$ cat config.mk
export PLATFORM = sky130hd
export DESIGN_NAME = c880_bist_ctrl_flat
export DESIGN_NICKNAME = d
export VERILOG_FILES = /design/src/rtl/c880_bist_pkg.sv /design/src/rtl/c880_bist_if.sv /design/src/rtl/c880_bist_misr.sv /design/src/rtl/c880_bist_ctrl.sv /design/src/flat_wrapper.sv
export SDC_FILE = /design/constraint.sdc
export NUM_CORES = 1
export LEC_CHECK = 0
export BUFFER_PORTS_ARGS = -buffer_cell sky130_fd_sc_hd__buf_2
export CAP_MARGIN = 20
export CORE_ASPECT_RATIO = 2
export CORE_MARGIN = 2
export CORE_UTILIZATION = 58
export CTS_BUF_LIST = sky130_fd_sc_hd__clkbuf_4
export CTS_CLUSTER_DIAMETER = 150
export DETAILED_ROUTE_END_ITERATION = 10
export PLACE_DENSITY_LB_ADDON = 0.3
export SLEW_MARGIN = 25
export SYNTH_ARGS = -nofsm -noshare
export SYNTH_HDL_FRONTEND = slang
export SYNTH_SLANG_ARGS = --single-unit
export TNS_END_PERCENT = 50
$ cat constraint.sdc
create_clock -name clk -period 6.5 [get_ports clk]
set_input_delay 1.3 -clock clk [delete_from_list [all_inputs] [get_ports clk]]
set_output_delay 1.3 -clock clk [all_outputs]
set_load 0.02 [all_outputs]
$ cat src/rtl/c880_bist_pkg.sv
// c880 BIST shared definitions.
// Widths, LFSR/MISR taps, FSM states and next-value helpers.
package c880_bist_pkg;

    localparam int PI_W   = 60;
    localparam int PO_W   = 26;
    localparam int MISR_W = 32;

    // x^60 + x^59 + 1: feedback from bits 59 and 58
    localparam logic [PI_W-1:0]   LFSR_TAPS = 60'hC00_0000_0000_0000;
    // feedback from bits 31, 21, 1 and 0
    localparam logic [MISR_W-1:0] MISR_TAPS = 32'h8020_0003;

    typedef enum logic [2:0] {
        IDLE,
        SEED,
        RUN,
        DRAIN,
        COMPARE,
        DONE
    } bist_state_t;

    function automatic logic [PI_W-1:0] lfsr_next(
        input logic [PI_W-1:0] cur
    );
        return {cur[PI_W-2:0], ^(cur & LFSR_TAPS)};
    endfunction

    function automatic logic [MISR_W-1:0] misr_next(
        input logic [MISR_W-1:0] cur,
        input logic [PO_W-1:0]   data
    );
        return {cur[MISR_W-2:0], ^(cur & MISR_TAPS)}
             ^ {{(MISR_W-PO_W){1'b0}}, data};
    endfunction

endpackage

$ cat src/rtl/c880_bist_if.sv
// c880 BIST bus: config/status plus the c880 pin interface.
// slave = BIST controller, master = surrounding test logic and c880.
interface c880_bist_if;
    import c880_bist_pkg::*;

    logic              start;
    logic [MISR_W-1:0] golden_sig;
    logic [PI_W-1:0]   dut_pi;
    logic [PO_W-1:0]   dut_po;
    logic              busy;
    logic              done;
    logic              pass;
    logic [MISR_W-1:0] signature;

    modport master (
        output start, golden_sig, dut_po,
        input  dut_pi, busy, done, pass, signature
    );

    modport slave (
        input  start, golden_sig, dut_po,
        output dut_pi, busy, done, pass, signature
    );

endinterface

$ cat src/rtl/c880_bist_misr.sv
// 32-bit multiple-input signature register.
// Clear has priority over compaction.
module c880_bist_misr
    import c880_bist_pkg::*;
(
    input  logic              clk,
    input  logic              rst_n,
    input  logic              clr,
    input  logic              en,
    input  logic [PO_W-1:0]   data,
    output logic [MISR_W-1:0] sig
);

    // Signature register: clear on a new run, compact when enabled
    always_ff @(posedge clk) begin
        if (!rst_n) begin
            sig <= '0;
        end else if (clr) begin
            sig <= '0;
        end else if (en) begin
            sig <= misr_next(sig, data);
        end
    end

endmodule

$ cat src/rtl/c880_bist_ctrl.sv
// BIST controller for one c880 instance.
// LFSR patterns out, MISR-compacted responses in, golden compare.
module c880_bist_ctrl
    import c880_bist_pkg::PI_W,
           c880_bist_pkg::MISR_W,
           c880_bist_pkg::bist_state_t,
           c880_bist_pkg::IDLE,
           c880_bist_pkg::RUN,
           c880_bist_pkg::DRAIN,
           c880_bist_pkg::COMPARE,
           c880_bist_pkg::DONE,
           c880_bist_pkg::lfsr_next;
#(
    parameter int              NUM_PAT  = 1024,
    parameter int              PIPE_LAT = 0,
    parameter logic [PI_W-1:0] SEED     = 60'h1
) (
    input logic        clk,
    input logic        rst_n,
    c880_bist_if.slave bus
);

    localparam logic [15:0] LAST_PAT = 16'(NUM_PAT - 1);
    localparam logic [16:0] LAT_EXT  = 17'(PIPE_LAT);
    localparam logic [1:0]  LAT_LAST = 2'(PIPE_LAT - 1);

    bist_state_t       state;
    bist_state_t       state_nx;
    logic [PI_W-1:0]   lfsr;
    logic [15:0]       pat_cnt;
    logic [1:0]        lat_cnt;
    logic              pass_q;
    logic [MISR_W-1:0] misr;

    logic load_seed;
    logic lfsr_adv;
    logic cnt_en;
    logic lat_en;
    logic misr_en;
    logic do_cmp;

    // State register
    always_ff @(posedge clk) begin
        if (!rst_n) begin
            state <= IDLE;
        end else begin
            state <= state_nx;
        end
    end

    // Next state and per-cycle control strobes
    always_comb begin
        state_nx  = state;
        load_seed = 1'b0;
        lfsr_adv  = 1'b0;
        cnt_en    = 1'b0;
        lat_en    = 1'b0;
        misr_en   = 1'b0;
        do_cmp    = 1'b0;
        unique case (state)
            IDLE, DONE: begin
                if (bus.start) begin
                    state_nx  = c880_bist_pkg::SEED;
                    load_seed = 1'b1;
                end
            end
            c880_bist_pkg::SEED: begin
                state_nx = RUN;
            end
            RUN: begin
                cnt_en  = 1'b1;
                // pat_cnt >= PIPE_LAT: response of pattern 0 has arrived
                misr_en = ({1'b0, pat_cnt} + 17'd1) > LAT_EXT;
                if (pat_cnt == LAST_PAT) begin
                    state_nx = (PIPE_LAT > 0) ? DRAIN : COMPARE;
                end else begin
                    lfsr_adv = 1'b1;
                end
            end
            DRAIN: begin
                misr_en = 1'b1;
                lat_en  = 1'b1;
                if (lat_cnt == LAT_LAST) begin
                    state_nx = COMPARE;
                end
            end
            COMPARE: begin
                do_cmp   = 1'b1;
                state_nx = DONE;
            end
            default: begin
                state_nx = IDLE;
            end
        endcase
    end

    // Pattern generator, counters and verdict
    always_ff @(posedge clk) begin
        if (!rst_n) begin
            lfsr    <= '0;
            pat_cnt <= '0;
            lat_cnt <= '0;
            pass_q  <= 1'b0;
        end else begin
            if (load_seed) begin
                lfsr <= SEED;
            end else if (lfsr_adv) begin
                lfsr <= lfsr_next(lfsr);
            end
            if (load_seed) begin
                pat_cnt <= '0;
            end else if (cnt_en) begin
                pat_cnt <= pat_cnt + 16'd1;
            end
            if (load_seed) begin
                lat_cnt <= '0;
            end else if (lat_en) begin
                lat_cnt <= lat_cnt + 2'd1;
            end
            if (load_seed) begin
                pass_q <= 1'b0;
            end else if (do_cmp) begin
                pass_q <= (misr == bus.golden_sig);
            end
        end
    end

    c880_bist_misr u_misr (
        .clk   (clk),
        .rst_n (rst_n),
        .clr   (load_seed),
        .en    (misr_en),
        .data  (bus.dut_po),
        .sig   (misr)
    );

    assign bus.dut_pi    = lfsr;
    assign bus.signature = misr;
    assign bus.pass      = pass_q;
    assign bus.done      = (state == DONE);
    assign bus.busy      = (state == c880_bist_pkg::SEED)
                        || (state == RUN)
                        || (state == DRAIN)
                        || (state == COMPARE);

endmodule
$ cat src/flat_wrapper.sv
// flat-port wrapper written by rule: the top's interface ports become plain ports
module c880_bist_ctrl_flat import c880_bist_pkg::PI_W,
           c880_bist_pkg::MISR_W,
           c880_bist_pkg::bist_state_t,
           c880_bist_pkg::IDLE,
           c880_bist_pkg::RUN,
           c880_bist_pkg::DRAIN,
           c880_bist_pkg::COMPARE,
           c880_bist_pkg::DONE,
           c880_bist_pkg::lfsr_next;
#(
    parameter int              NUM_PAT  = 1024,
    parameter int              PIPE_LAT = 0,
    parameter logic [PI_W-1:0] SEED     = 60'h1
)
  (clk, rst_n, bus_start, bus_golden_sig, bus_dut_po, bus_dut_pi, bus_busy, bus_done, bus_pass, bus_signature);
  c880_bist_if bus_i ();
  input logic clk;
  input logic rst_n;
  input wire logic [$bits(bus_i.start)-1:0] bus_start;
  input wire logic [$bits(bus_i.golden_sig)-1:0] bus_golden_sig;
  input wire logic [$bits(bus_i.dut_po)-1:0] bus_dut_po;
  output wire logic [$bits(bus_i.dut_pi)-1:0] bus_dut_pi;
  output wire logic [$bits(bus_i.busy)-1:0] bus_busy;
  output wire logic [$bits(bus_i.done)-1:0] bus_done;
  output wire logic [$bits(bus_i.pass)-1:0] bus_pass;
  output wire logic [$bits(bus_i.signature)-1:0] bus_signature;
  assign bus_i.start = bus_start;
  assign bus_i.golden_sig = bus_golden_sig;
  assign bus_i.dut_po = bus_dut_po;
  assign bus_dut_pi = bus_i.dut_pi;
  assign bus_busy = bus_i.busy;
  assign bus_done = bus_i.done;
  assign bus_pass = bus_i.pass;
  assign bus_signature = bus_i.signature;
  c880_bist_ctrl #(.NUM_PAT(NUM_PAT), .PIPE_LAT(PIPE_LAT), .SEED(SEED)) u_core (.clk(clk), .rst_n(rst_n), .bus(bus_i));
endmodule
==> results.md, run 1 <==
- Number of synthesized flops with an enable pin: 0
- HP Class: flop to flop
- Total of max-cap violations: 0
- DRT Wirelength: 13,100 µm
- Post-Syn Instances: 631
- Die Wd: 72.1 µm
- Worst path required time: 5200 ps
- DRC: 0
- Peak VDD IR: 0.198 mV
- Final min period: 2900 ps
- Fin util: 71.1%
- Mapped Nets: 695
- Static Leakage: 2.86 nW
- Hpwl dp: 9580 µm
- Combinational Power Share: 26.4%
- Tcrit/Tclk final: 44.6%
- Seq cells post-synth: 114
- Longest Clk Path Bufs: 2
- Commonest register cell after synthesis: dfxtp_1
- Antenna Nets Post-Route: 0
- Final net count: 832
- Yosys warnings: 0
- Psw: 0.720 mW
- DR iter-0 viols: 243
- Via density: 5.48
- Clock sink count: 114
- Max transition margin: 37.5%
- Synth cell types: 52
- Share of post-route cells with drive strength above 1: 27.4%
- Crit path DAT: 1600 ps
- Seq/Total Area, Yosys: 42.4%
- Clock Tree Root: clkbuf_4
- CTS H-Tree Depth: 4
- Vias: 4,845
- Fmax: 345 MHz
- Status: completed
- Worst Tran Pin Value: 937 ps
- Cell Chain, Critical Path: nor2_1 -> xnor2_1 -> buf_2
- Critical path type: flop to primary output
- Int Pwr: 1.22 mW
- Synth-to-Final Area Change: 19.1%
- Clock slew at reported path FFs: 130 ps
- Total CTS buffers: 17
- Resized Gates After CTS: 0
- Top cells by area, synth: dfxtp_1 42%, nand2_1 13%, xor2_1 11%
- Total GRT Usage: 26.4%
- CP startpoint kind: flop
- CP max stage cell: dfxtp_1
- Final Hold Slack: 458 ps
- Post-DP Area: 0.00606 mm²
- Leading area contributor after synthesis: dfxtp_1
- Critical-path maximum fanout: 10
- Place WS: 3600 ps
- Setup Viol. Count Final: 0
- Max-slew violations: 0
- First-pass GRT wire length: 21,100 µm
- Clk Latency, worst-skew pair: 540 ps
- Post-Syn Area: 0.00538 mm²
- Gpl congestion: 0.952
- Element type at the critical path end: primary output
- Clock power share: 32.3%
- Setup tns final: 0 ps
- Vias in the first global route: 4,567
- Post-synth ARST share: 0%
- IO Port Bufs: 155
- Setup Skew: 18.3 ps
- Switching share of power: 37.0%
- Hold Fails Final Rpt: 0
- Core footprint: 0.00901 mm²
- Number of hold buffers added after cts: 0
- Post-CTS Setup Inserts: 0
- Yosys top cell area share: 42.4%
- Syn Area/Cell: 8.53 µm²
- Grt total ovfl: 0
- Die area: 0.0101 mm²
- # IOs: 156
- PwrDens: 303 mW/mm²
- Sequential Power Share: 41.4%
- Initial core utilization: 59.7%
- Die Y: 140 µm
- Crit-path max cell delay: 550 ps
- Initial antenna violation count: 1
- # fillers: 713
- Routed WL per cell: 14.8 µm
- PnR worst setup slack: 3600 ps
- # rows: 49
- Largest net degree at the start of global routing: 67
- RSZ-0062 raised after global routing: no
- Final instance area: 0.00641 mm²
- CTS tree: built
- DRT Pass-1 Iters: 5
## cells in the final DEF (no fill, tap or decap), drive strengths merged, types with 4 or more instances in the layout
cell type and count:
a211oi 5, or3 5, nor4 8, nand4 9, dfxtp 114, bufinv 4, clkbuf 17, nand3 9
a21oi 67, nand2 189, nor3 4, xor2 65, nand2b 5, buf 157, o21ai 10, xnor2 15
inv 9, mux2i 33, nor2 23
## final timing paths
kind                              start                     to  slack (ps)  depth (start not counted)
setup reg to reg      u_core.pat_cnt[0]   u_core.u_misr.sig[5]        3710                          7
hold / removal    u_core.bus.dut_pi[28]  u_core.bus.dut_pi[29]         460                          2
setup / recovery        u_core.state[1]               bus_busy        3600                          3
hold reg to reg   u_core.bus.dut_pi[28]  u_core.bus.dut_pi[29]         460                          2
## registers in the layout, indices dropped and copies added, names as in the netlist
signal / cells
u_core.bus.pass: 1
u_core.pat_cnt: 16
u_core.state: 3
u_core.bus.dut_pi: 60
u_core.u_misr.sig: 32
u_core.lat_cnt: 2
## Yosys cell counts (3+ instances only)
cell type  instances
nand2_1          189
dfxtp_1          114
a21oi_1           66
xor2_1            65
mux2i_1           33
clkbuf_1          26
nor2_1            22
xnor2_1           15
o21ai_0           10
buf_6              9
nand4_1            8
nor4_1             8
nand3_1            7
or3_1              5
a211oi_1           4
a31oi_1            3
buf_12             3
ha_1               3
nand2b_1           3
nor3_1             3
## power groups by stage
stage | Clock [mW] | Sequential, mW | Combinational, mW
after floorplan | 0 | 0.829 | 0.387
after global placement | 0 | 0.814 | 0.497
after detailed placement | 0 | 0.816 | 0.511
after CTS | 0.637 | 0.802 | 0.513
after global routing | 0.668 | 0.808 | 0.554
final | 0.627 | 0.803 | 0.512
## critical path: cells and delay by family, from the launching register on
kind	cells	cell delay, ps
xor+xnor	1	210
simple gates	1	100
buf+inv	1	210
flops	1	550
## cell type report
type / instances / area (µm²) / share of cell area (%)
repair buffers: 157 / 791 / 12.3
inverters: 1 / 3.75 / 0.0586
multi-input cells: 477 / 2860 / 44.6
clock inverters: 15 / 219 / 3.42
clock buffers: 17 / 128 / 1.99
diodes: 1 / 2.50 / 0.0390
well taps: 102 / 128 / 1.99
flip-flops and latches: 114 / 2280 / 35.6
## metal layers
layer | global-route usage (%) | vias to the layer above | wire (µm)
met3 | 6.76 | 36 | 718
met5 | 0 | - | 0
met1 | 26.3 | 2253 | 4600
met4 | 12.2 | 0 | 408
li1 | - | 2370 | -
met2 | 49.2 | 186 | 7400
## cells by family (layout without fill, tap and decap cells)
family	after synthesis	in the layout	synth area share, %
and+or+nand+nor	267	267	22.2
DFF	114	114	42.4
AOI/OAI and AO/OA	94	94	10.5
xor gates and xnor gates	80	80	13.0
buffers and inverters	40	190	5.02
muxes	33	33	6.14
adders and majority gates	3	3	0.698
other	0	1	0
## per-stage QoR
step	power, mW	cells
detailed placement	1.33	851
global placement	1.31	851
floorplan	1.22	631
finish	1.94	884
global route	2.03	884
CTS	1.95	883
Power figures use the tool's default switching activity.
==> run 2, diff against run 1 <==
--- a/config.mk
+++ b/config.mk
@@ -9,7 +9,7 @@
 export CAP_MARGIN = 20
 export CORE_ASPECT_RATIO = 2
 export CORE_MARGIN = 2
-export CORE_UTILIZATION = 58
+export CORE_UTILIZATION = 49
 export CTS_BUF_LIST = sky130_fd_sc_hd__clkbuf_4
 export CTS_CLUSTER_DIAMETER = 150
 export DETAILED_ROUTE_END_ITERATION = 10
==> constraint.sdc (replaced) <==
create_clock -name clk -period 2.4 [get_ports clk]
set_input_delay 0.48 -clock clk [delete_from_list [all_inputs] [get_ports clk]]
set_output_delay 0.48 -clock clk [all_outputs]
set_load 0.02 [all_outputs]
==> results.md, run 2 (synthesis gave the netlist of run 1 again) <==
- Cell Chain, Critical Path: ha_4 -> and4_4 -> a211oi_1 -> a31oi_2 -> a2111oi_4 -> a21o_2 -> clkbuf_16 -> mux2i_1
- Crit path DAT: 2750 ps (+1150 ps)
- First-pass GRT wire length: 21,700 µm (+3.1%)
- Clock slew at reported path FFs: 110 ps (-20 ps)
- Final net count: 849 (+2.0%)
- Via density: 5.23 (-4.5%)
- Die Y: 152 µm (+8.5%)
- Clock sink count: 114 (unchanged)
- Total CTS buffers: 17 (unchanged)
- Initial core utilization: 49.8% (-9.9 points)
- Area taken by multi-input logic gates: 0.00288 mm² (+0.79%)
- Total power: 5.35 mW (+180%)
- Placed insts: 902 (+6.0%)
- Tcrit/Tclk final: 95.8%
- Hold Crit Depth: 4 (+2)
- Share of post-route cells with drive strength above 1: 29.5% (+2.1 points)
- CTS H-Tree Depth: 4 (unchanged)
- Hold Fails Final Rpt: 0 (unchanged)
- Initial antenna violation count: 2 (+1)
- IO Port Bufs: 155 (unchanged)
- Peak VDD IR: 0.470 mV (+140%)
- DRC: 0 (unchanged)
- RSZ-0062 raised after global routing: no
- Fin util: 61.7% (-9.4 points)
- Crit-path max cell delay: 410 ps (-140 ps)
- Routed WL per cell: 14.7 µm (-1.3%)
- Setup Viol. Count Final: 0 (unchanged)
- Final instance area: 0.00667 mm² (+4.1%)
- Die area: 0.0119 mm² (+18%)
- # IOs: 156 (unchanged)
- Place WS: -23.8 ps (-3630 ps)
- Max transition margin: 53.2% (+16 points)
- Antenna Nets Post-Route: 0 (unchanged)
- Most frequent cells in the layout: 187 x nand2_1, 155 x buf_2, 110 x dfxtp_1
- Total of max-cap violations: 0 (unchanged)
- CP max stage cell: a2111oi_4
- Die Wd: 78.1 µm (+8.3%)
- # rows: 54 (+10%)
- Vias in the first global route: 4,675 (+2.4%)
- Sequential Area: 0.00229 mm² (+0.22%)
- Total GRT Usage: 23.1% (-3.4 points)
- Final Hold Slack: 239 ps (-220 ps)
- Fmax: 435 MHz
- Setup tns final: 0 ps (unchanged)
- Clock Tree Root: clkbuf_4
- CP startpoint kind: flop
- PwrDens: 802 mW/mm² (+160%)
- CTS tree: built
- # fillers: 970 (+36%)
- Largest net degree at the start of global routing: 60 (-10%)
- CP Launch Point: u_core.pat_cnt[0]
- Post-DP Area: 0.00626 mm² (+3.4%)
- Setup Skew: 18.0 ps (-0.281 ps)
- Final min period: 2300 ps
- Number of hold buffers added after cts: 0 (unchanged)
- DRT Wirelength: 13,800 µm (+4.8%)
- HP Class: input pin to flop
- DRT Pass-1 Iters: 5 (unchanged)
- Status: completed
- Gpl congestion: 0.911 (-4.3%)
- Element type at the critical path end: flop
- Hpwl dp: 10,100 µm (+5.4%)
- Max-slew violations: 0 (unchanged)
- Vias: 4,908 (+1.3%)
- Core footprint: 0.0108 mm² (+20%)
- Worst Tran Pin Value: 696 ps (-241 ps)
- R2R depth: 8 (+1)
- Static Leakage: 2.97 nW (+4.0%)
- Worst path required time: 2850 ps (-2350 ps)
- DR iter-0 viols: 220 (-9.5%)
- FF-to-FF Start: u_core.pat_cnt[0]
- Critical path type: flop to flop
- Grt total ovfl: 0 (unchanged)
- Clk Latency, worst-skew pair: 520 ps (-20 ps)
- Commonest non-fill, non-tap cell in the layout: nand2_1
- Critical-path maximum fanout: 11 (+1)
- Worst hold start: bus_dut_po[14]
- PnR worst setup slack: 101 ps (-3500 ps)
- Non-filler instance count after layout: 938 (+6.1%)
- Max FFs per register: 60 (unchanged)
- Longest Clk Path Bufs: 2 (unchanged)
- Synth-to-Final Area Change: 24.0%
-- run 2: cell count changes in the layout (fill, tap and decap cells not counted), moves of 2 or more --
cell / before / now
buf_12: 0 / 5
buf_4: 2 / 12
clkbuf_16: 0 / 2
clkbuf_4: 17 / 19
clkinv_1: 0 / 3
clkinv_2: 0 / 2
dfxtp_1: 114 / 110
dfxtp_2: 0 / 4
inv_6: 6 / 0
inv_8: 2 / 0
-- run 2: critical path: cells and delay by family, from the launching register on --
kind	cells	cell delay (ps)
compound gates	4	1070
fa+ha+maj	1	190
buf+inv	1	200
flops	1	370
mux	1	190
simple gates	1	210
-- run 2: what timing repair did --
item | 4_1_cts | 5_1_grt
pin swaps | 0 | 3
setup endpoints to repair | 23 | 24
buffers inserted | 0 | 2
gates resized for setup | 2 | 9
gates cloned | 0 | 2
-- run 2: power by group --
part / switching [mW] / internal [mW] / total [mW]
Combinational: 1.01 / 0.650 / 1.66
Clock: 0.713 / 0.832 / 1.54
Sequential: 0.143 / 2.00 / 2.14
Total: 1.87 / 3.48 / 5.35
-- run 2: layout make-up --
cell class / instances / share of cell area, %
inverter: 1 / 0.0563
clock buffer: 19 / 2.14
multi-input combinational: 477 / 43.2
antenna: 1 / 0.0375
sequential: 114 / 34.3
tap: 140 / 2.63
timing repair buffer: 174 / 15.2
clock inverter: 12 / 2.48
-- run 2: path summary, 6_finish.rpt --
check                                             end  slack, ps
worst max-delay path            u_core.u_misr.sig[21]        100
worst min-delay path            u_core.u_misr.sig[14]        240
worst max register to register  u_core.u_misr.sig[21]        100
worst min register to register  u_core.bus.dut_pi[22]        460
-- run 2: metal layers --
layer  up-vias  routed length [µm]  global-route usage, %
li1       2403                   -                      -
met1      2270                4800                   22.4
met2       181                7490                   42.2
met3        52                 777                   6.28
met4         2                 666                   13.8
met5         -                  18                      0
==> run 3, diff against run 2 <==
--- a/config.mk
+++ b/config.mk
@@ -9,7 +9,7 @@
 export CAP_MARGIN = 20
 export CORE_ASPECT_RATIO = 2
 export CORE_MARGIN = 2
-export CORE_UTILIZATION = 49
+export CORE_UTILIZATION = 25
 export CTS_BUF_LIST = sky130_fd_sc_hd__clkbuf_4
 export CTS_CLUSTER_DIAMETER = 150
 export DETAILED_ROUTE_END_ITERATION = 10
==> results.md, run 3 (synthesis gave the netlist of run 1 again) <==
- Status: completed
- Synth-to-Final Area Change: 26.8%
- R2R depth: 7 (-1)
- Place WS: 64.5 ps (+88.3 ps)
- Hpwl dp: 10,000 µm (-0.56%)
- Largest net degree at the start of global routing: 63 (+5.0%)
- FF-to-FF Start: u_core.pat_cnt[2]
- Vias: 4,738 (-3.5%)
- HP Class: input pin to flop
- DRT Pass-1 Iters: 4 (-1)
- Die Y: 211 µm (+39%)
- Peak VDD IR: 0.312 mV (-34%)
- Clock sink count: 114 (unchanged)
- Fmax: 449 MHz (+3.1%)
- PwrDens: 774 mW/mm² (-3.5%)
- IO Port Bufs: 155 (unchanged)
- Final instance area: 0.00683 mm² (+2.3%)
- Worst hold start: bus_dut_po[22]
- Total of max-cap violations: 0 (unchanged)
- Area taken by multi-input logic gates: 0.00289 mm² (+0.35%)
- Total GRT Usage: 12.7% (-10 points)
- Element type at the critical path end: flop
- Vias in the first global route: 4,578 (-2.1%)
- Hold Fails Final Rpt: 0 (unchanged)
- Max-slew violations: 0 (unchanged)
- Clock Tree Root: clkbuf_4
- Hold Crit Depth: 4 (unchanged)
- Worst Tran Pin Value: 545 ps (-151 ps)
- Max transition margin: 63.3% (+10 points)
- Reg-to-reg setup timing slack: 170 ps (+70 ps)
- Setup Skew: 19.6 ps (+1.60 ps)
- CTS tree: built
- Sequential Area: 0.00228 mm² (-0.22%)
- Grt total ovfl: 0 (unchanged)
- # rows: 76 (+41%)
- Commonest non-fill, non-tap cell in the layout: nand2_1
- Total power: 5.28 mW (-1.3%)
- FF-to-FF End: u_core.u_misr.sig[27]
- Clock slew at reported path FFs: 120 ps (about the same)
- Most frequent cells in the layout: 187 x nand2_1, 155 x buf_2, 114 x dfxtp_1
- PnR worst setup slack: 171 ps (+69.7 ps)
- # fillers: 2,343 (+140%)
- Final min period: 2230 ps (-69.7 ps)
- Setup Viol. Count Final: 0 (unchanged)
- Resized Gates After CTS: 0 (-2)
- # IOs: 156 (unchanged)
- Hold Path End: u_core.u_misr.sig[22]
- DRT Wirelength: 14,100 µm (+2.3%)
- Routed WL per cell: 13.1 µm (-10%)
- DRC: 0 (unchanged)
- Worst path required time: 2850 ps (about the same)
- Total CTS buffers: 17 (unchanged)
- Antenna Nets Post-Route: 0 (unchanged)
- Post-DP Area: 0.00647 mm² (+3.3%)
- Gpl congestion: 0.777 (-15%)
- Clk Latency, worst-skew pair: 520 ps (about the same)
- Initial core utilization: 25.3% (-25 points)
- Tcrit/Tclk final: 92.9% (-2.9 points)
- Static Leakage: 2.96 nW (-0.35%)
- DR iter-0 viols: 171 (-22%)
- Final net count: 849 (unchanged)
- Final Hold Slack: 249 ps (+10.7 ps)
- Longest Clk Path Bufs: 2 (unchanged)
- First-pass GRT wire length: 22,900 µm (+5.6%)
- Critical-path maximum fanout: 10 (-1)
- Core footprint: 0.0213 mm² (+97%)
- Fin util: 32.0% (-30 points)
- Die Wd: 108 µm (+38%)
- Crit path DAT: 2680 ps (-70 ps)
- Max FFs per register: 60 (unchanged)
- CP startpoint kind: flop
- Number of hold buffers added after cts: 0 (unchanged)
- Via density: 4.42 (-16%)
- Initial antenna violation count: 1 (-1)
- Critical path type: flop to flop
- Die area: 0.0228 mm² (+92%)
- CTS H-Tree Depth: 4 (unchanged)
- Post-CTS Setup Inserts: 0 (unchanged)
- Share of post-route cells with drive strength above 1: 29.2% (-0.29 points)
## run 3: per-stage QoR
stage	TNS, ps	std cells
after global routing	-10.8	1072
after global placement	0	1039
after CTS	0	1071
after detailed placement	0	1039
final	0	1072
after floorplan	0	631
## run 3: how the worst max path moves through the flow
stage / start / end / slack [ps] / cells past startpoint
floorplan: u_core.pat_cnt[0] / u_core.u_misr.sig[1] / 230 / 9
global placement: u_core.pat_cnt[1] / u_core.u_misr.sig[7] / 170 / 8
detailed placement: u_core.pat_cnt[1] / u_core.u_misr.sig[10] / 60 / 8
CTS: u_core.pat_cnt[1] / u_core.u_misr.sig[14] / 20 / 8
global route: u_core.pat_cnt[2] / u_core.u_misr.sig[31] / -10 / 7
finish: u_core.pat_cnt[2] / u_core.u_misr.sig[27] / 170 / 7
## run 3: where the power goes
group | leakage, nW | switching, mW | internal (mW)
Combinational | 1.89 | 1.00 | 0.585
Sequential | 0.920 | 0.156 | 2.00
Clock | 0.152 | 0.811 | 0.729
Total | 2.96 | 1.97 | 3.31
## run 3: layer usage
layer  track usage [%]  vias up  share of wire (%)
li1                  -     2405                  -
met3              4.25       18                6.7
met4              5.00        0                1.9
met1              15.6     2182                 44
met5                 0        -                  0
met2              20.2      133                 47
## run 3: critical path, cell delays in order, from the launching register on
cell and delay, ps:
dfxtp_1 550, nand3_2 170, or3_1 380, a31oi_1 300, a211oi_4 70, buf_4 160, a21oi_4 310, mux2i_1 240
## run 3: final cells by class
cell class | count | area share (%)
multi-input cells | 477 | 42.3
flip-flops and latches | 114 | 33.4
repair buffers | 174 | 14.6
well taps | 273 | 5.00
clock inverters | 15 | 2.71
clock buffers | 17 | 1.87
inverters | 1 | 0.0550
diodes | 1 | 0.0367
